## src/rtl/fetch_inst_queue.sv

```systemverilog
// Fetch-to-decode instruction queue: a DEPTH-entry FIFO of {pc, inst}.
// The head is presented fall-through. Stall, flush and overflow reporting are included.
module fetch_inst_queue #(
  parameter int unsigned ADDR  = 32,
  parameter int unsigned INST  = 32,
  parameter int unsigned DEPTH = 4,
  parameter int unsigned SKID  = 1
) (
  input  logic                         clk,
  input  logic                         reset_,
  input  logic                         flush_,
  input  logic                         in_e_,
  input  logic [ADDR-1:0]              in_pc,
  input  logic [INST-1:0]              in_inst,
  output logic                         fetch_stall,
  input  logic                         dec_stall,
  output logic                         out_e_,
  output logic [ADDR-1:0]              out_pc,
  output logic [INST-1:0]              out_inst,
  output logic [$clog2(DEPTH+1)-1:0]   count,
  output logic                         ovf
);

  localparam int unsigned CNT   = $clog2(DEPTH + 1);
  localparam int unsigned PTR_W = $clog2(DEPTH);

  typedef struct packed {
    logic [ADDR-1:0] pc;
    logic [INST-1:0] inst;
  } entry_t;

  entry_t            mem [DEPTH];
  logic [PTR_W-1:0]  rd_ptr;
  logic [PTR_W-1:0]  wr_ptr;
  logic              full;
  logic              deq;
  logic              enq;
  logic              drop;

  // Handshake decode. When the queue is full, a write is accepted only if the head leaves in the same cycle.
  always_comb begin
    full = (count == CNT'(DEPTH));
    deq  = (count != '0) && !dec_stall;
    enq  = !in_e_ && (!full || deq);
    drop = !in_e_ && full && !deq;
  end

  assign out_e_      = (count == '0);
  assign out_pc      = mem[rd_ptr].pc;
  assign out_inst    = mem[rd_ptr].inst;
  assign fetch_stall = (count >= CNT'(DEPTH - SKID));

  // Pointer, occupancy and sticky overflow state. Flush has priority over traffic.
  always_ff @(posedge clk or negedge reset_) begin
    if (!reset_) begin
      rd_ptr <= '0;
      wr_ptr <= '0;
      count  <= '0;
      ovf    <= 1'b0;
    end else if (!flush_) begin
      rd_ptr <= '0;
      wr_ptr <= '0;
      count  <= '0;
      ovf    <= 1'b0;
    end else begin
      if (enq) wr_ptr <= wr_ptr + PTR_W'(1);
      if (deq) rd_ptr <= rd_ptr + PTR_W'(1);
      if (enq && !deq)      count <= count + CNT'(1);
      else if (deq && !enq) count <= count - CNT'(1);
      if (drop) ovf <= 1'b1;
    end
  end

  // Entry storage has no reset; only slots that the pointers cover are ever read as valid.
  always_ff @(posedge clk) begin
    if (reset_ && flush_ && enq) begin
      mem[wr_ptr] <= '{pc: in_pc, inst: in_inst};
    end
  end

endmodule

```

## config.mk

```make
export PLATFORM = sky130hd
export DESIGN_NAME = fetch_inst_queue
export DESIGN_NICKNAME = d
export VERILOG_FILES = /design/src/rtl/fetch_inst_queue.sv
export SDC_FILE = /design/constraint.sdc
export NUM_CORES = 1
export LEC_CHECK = 0
export BUFFER_PORTS_ARGS = -buffer_cell sky130_fd_sc_hd__buf_2
export CORE_MARGIN = 1.5
export CORE_UTILIZATION = 25
export CTS_BUF_LIST = sky130_fd_sc_hd__clkbuf_2 sky130_fd_sc_hd__clkbuf_4 sky130_fd_sc_hd__clkbuf_8
export CTS_CLUSTER_DIAMETER = 120
export DETAILED_ROUTE_END_ITERATION = 7
export GPL_TIMING_DRIVEN = 0
export SLEW_MARGIN = 20
export SYNTH_ARGS = -nofsm -noshare
export SYNTH_HDL_FRONTEND = slang
export SYNTH_SLANG_ARGS = --single-unit
```

## constraint.sdc

```tcl
create_clock -name clk -period 9.4 [get_ports clk]
set_clock_uncertainty 0.2 [all_clocks]
set_input_delay 0.47 -clock clk [delete_from_list [all_inputs] [get_ports clk]]
set_output_delay 0.47 -clock clk [all_outputs]
set_load 0.01 [all_outputs]
```

==> impl_metrics.toml <==
[run_status]
status = "complete, no violations"

[grt]
grt_max_degree = 40
antenna_found_initial = 0
grt_pass1_wl_um = 32300
first_global_vias = 5451
grtUsageTotal = 0.107
grt_overflow = 0

[placement]
place_area_mm2 = 0.0114
gp_congestion = 0.698
port_buffers = 137
dp_hpwl_um = 13100
place_ws_ns = 6.07

[floorplan]
die_area_mm2 = 0.0406
fp.dieW_um = 202
rows = 72
initial_core_util = 0.254
ios = 139
core_mm2 = 0.0387
dieHeight_um = 202

[synth]
synthArstFlopShare = 0.0303
synth_cell_types = 35
synth_common_cells = "256 x edfxtp_1, 64 x mux4_2, 9 x buf_2"
yosysMostFrequentCell = "edfxtp_1"
yosysTopAreaCell = "edfxtp_1"
synthFlopType = "edfxtp_1"
syn_nets = 479
syn-cell-area_mm2 = 0.00985
synth.avg_cell_area_um2 = 24.3
synth_seq_area_share = 0.801
ys_top_cells_by_area = "edfxtp_1 78%, mux4_2 15%, dfrtp_1 2.0%, ha_1 0.51%, buf_2 0.46%"
synthCells = 405
synth.ff_latch_count = 264
synth_warnings = 0
yosysTopAreaCellShare = 0.780
synth_edf_count = 256

[finish]
drive_gt1_frac = 0.452
syn_to_final_growth_pct = 32.4
nNetsFinal = 748
n_antenna_cell = 0
fillers = 3752
finalInstanceArea_mm2 = 0.0130

[route]
drt_iter0_markers = 225
drt_pass1_iterations = 5
wl_per_cell_um = 17.3
vias = 5012
drc_errors = 0
vias_per_cell = 4.08
routed_wl_um = 21300
final_antenna_net_count = 0

[critical_path]
rr_worst_depth = 8
cp.arrival_ns = 3.23
r2r-end = "mem[2][42]"
startpoint_type = "register"
startpoint = "count[2]"
rr_startpoint = "count[2]"
r2r_slack_ns = 6.23
critPathMaxFanout = 8
critical_path_class = "reg -> reg"
worstSetupEndpointType = "register"
cp.required_ns = 9.47

[clock_network]
cts_tree = "done"
ctsHoldBuffers = 66
cts_resized = 0
cts.clk_slew.worst_paths_ns = 0.06
cts_buffers = 47
cts_max_level = 2
postCtsSetupBuffers = 0
root_buffer = "clkbuf_8"
clock_latency_ns = 0.58
clock_tree.buffer_depth = 3
clock-sinks = 264

[flow_run]
maxCapViolations = 0

[sta]
period_share = 0.337
post-route-min-period_ns = 3.17
worst_slack_ns = 6.23
slew_headroom = 0.455
finalMaxSlewViolations = 0
rsz0062_at_grt = "no"
hold_viol = 0
fmax_mhz = 316
finalSetupViolations = 0
worst_pin_slew_ns = 0.816

[power]
power_leakage_nw = 4.46
ir_drop_mv = 0.0981
power.density_mw_per_mm2 = 234
finalPower_mw = 3.05

[worst_hold_path]
min-delay-path-class = "in -> async"
-- through the flow --
step | hold WS (ns) | setup TNS, ns | instances | utilization
after floorplan | -0.0256 | 0 | 405 | -
after global placement | 0.133 | -365.55 | 1060 | 0.289
after detailed placement | 0.141 | 0 | 1077 | 0.293
after CTS | 0.00626 | 0 | 1228 | 0.337
after global routing | 0.0321 | 0 | 1228 | 0.337
final | 0.0689 | 0 | 1228 | 0.337
-- placed cells by master (no fill, tap or decap), drive strengths merged, types with 5 or more instances in the layout --
| cell type | instances |
|---|---|
| edfxtp | 256 |
| buf | 171 |
| dlygate4sd3 | 66 |
| mux4 | 64 |
| clkbuf | 63 |
| clkinv | 16 |
| dfrtp | 8 |
| inv | 8 |
| nand2 | 6 |
| o21ai | 5 |
| a21oi | 5 |
| bufinv | 5 |
-- sequential cells by signal, indices dropped and copies added, names as in the netlist --
register and cells:
rd_ptr 2, mem 256, count 3, ovf 1, wr_ptr 2
-- power breakdown --
group          internal (mW)  total (mW)  switching (mW)  leakage, nW
Sequential              1.33        1.34          0.0135         2.42
Combinational          0.283       0.565           0.282         1.52
Clock                  0.676        1.15           0.469        0.525
Total                   2.29        3.05           0.764         4.46
-- critical path, cell delays in order, from the launching register on --
cell and delay (ns):
dfrtp_1 0.37, buf_2 0.17, and4bb_4 0.25, nor4b_2 0.73
buf_4 0.28, buf_2 0.20, buf_2 0.23, buf_2 0.21
buf_2 0.22
-- how the worst max path moves through the flow --
stage / endpoint / slack, ns / depth (start not counted)
floorplan: mem[2][0] / 1.08 / 3
global placement: mem[2][42] / -5.72 / 3
detailed placement: mem[2][43] / 6.07 / 8
CTS: mem[2][44] / 6.15 / 8
global route: mem[2][42] / 6.06 / 8
finish: mem[2][42] / 6.23 / 8
-- per-layer routing --
layer  up-vias  track usage  routed length, µm
li1       2265            -                  -
met1      2583        0.129               9020
met2       129        0.177              10600
met3        35       0.0377               1250
met4         0       0.0386                426
met5         -            0                  0
-- final cells by class --
class | count | area [µm²] | area share
sequential | 264 | 7890 | 0.605
multi-input combinational | 114 | 1810 | 0.139
timing repair buffer | 220 | 1510 | 0.116
clock buffer | 61 | 771 | 0.0591
tap | 518 | 648 | 0.0497
clock inverter | 24 | 250 | 0.0192
buffer | 19 | 136 | 0.0105
inverter | 8 | 30.0 | 0.00230
-- logic make-up after synthesis --
kind of cell	after synthesis	synth area share
compound gates	16	0.0104
xor+xnor	1	0.000889
fa+ha+maj	5	0.00711
buf+inv	27	0.0169
flops	264	0.801
mux	66	0.148
simple gates	26	0.0156
(Power assumes the default switching activity.)
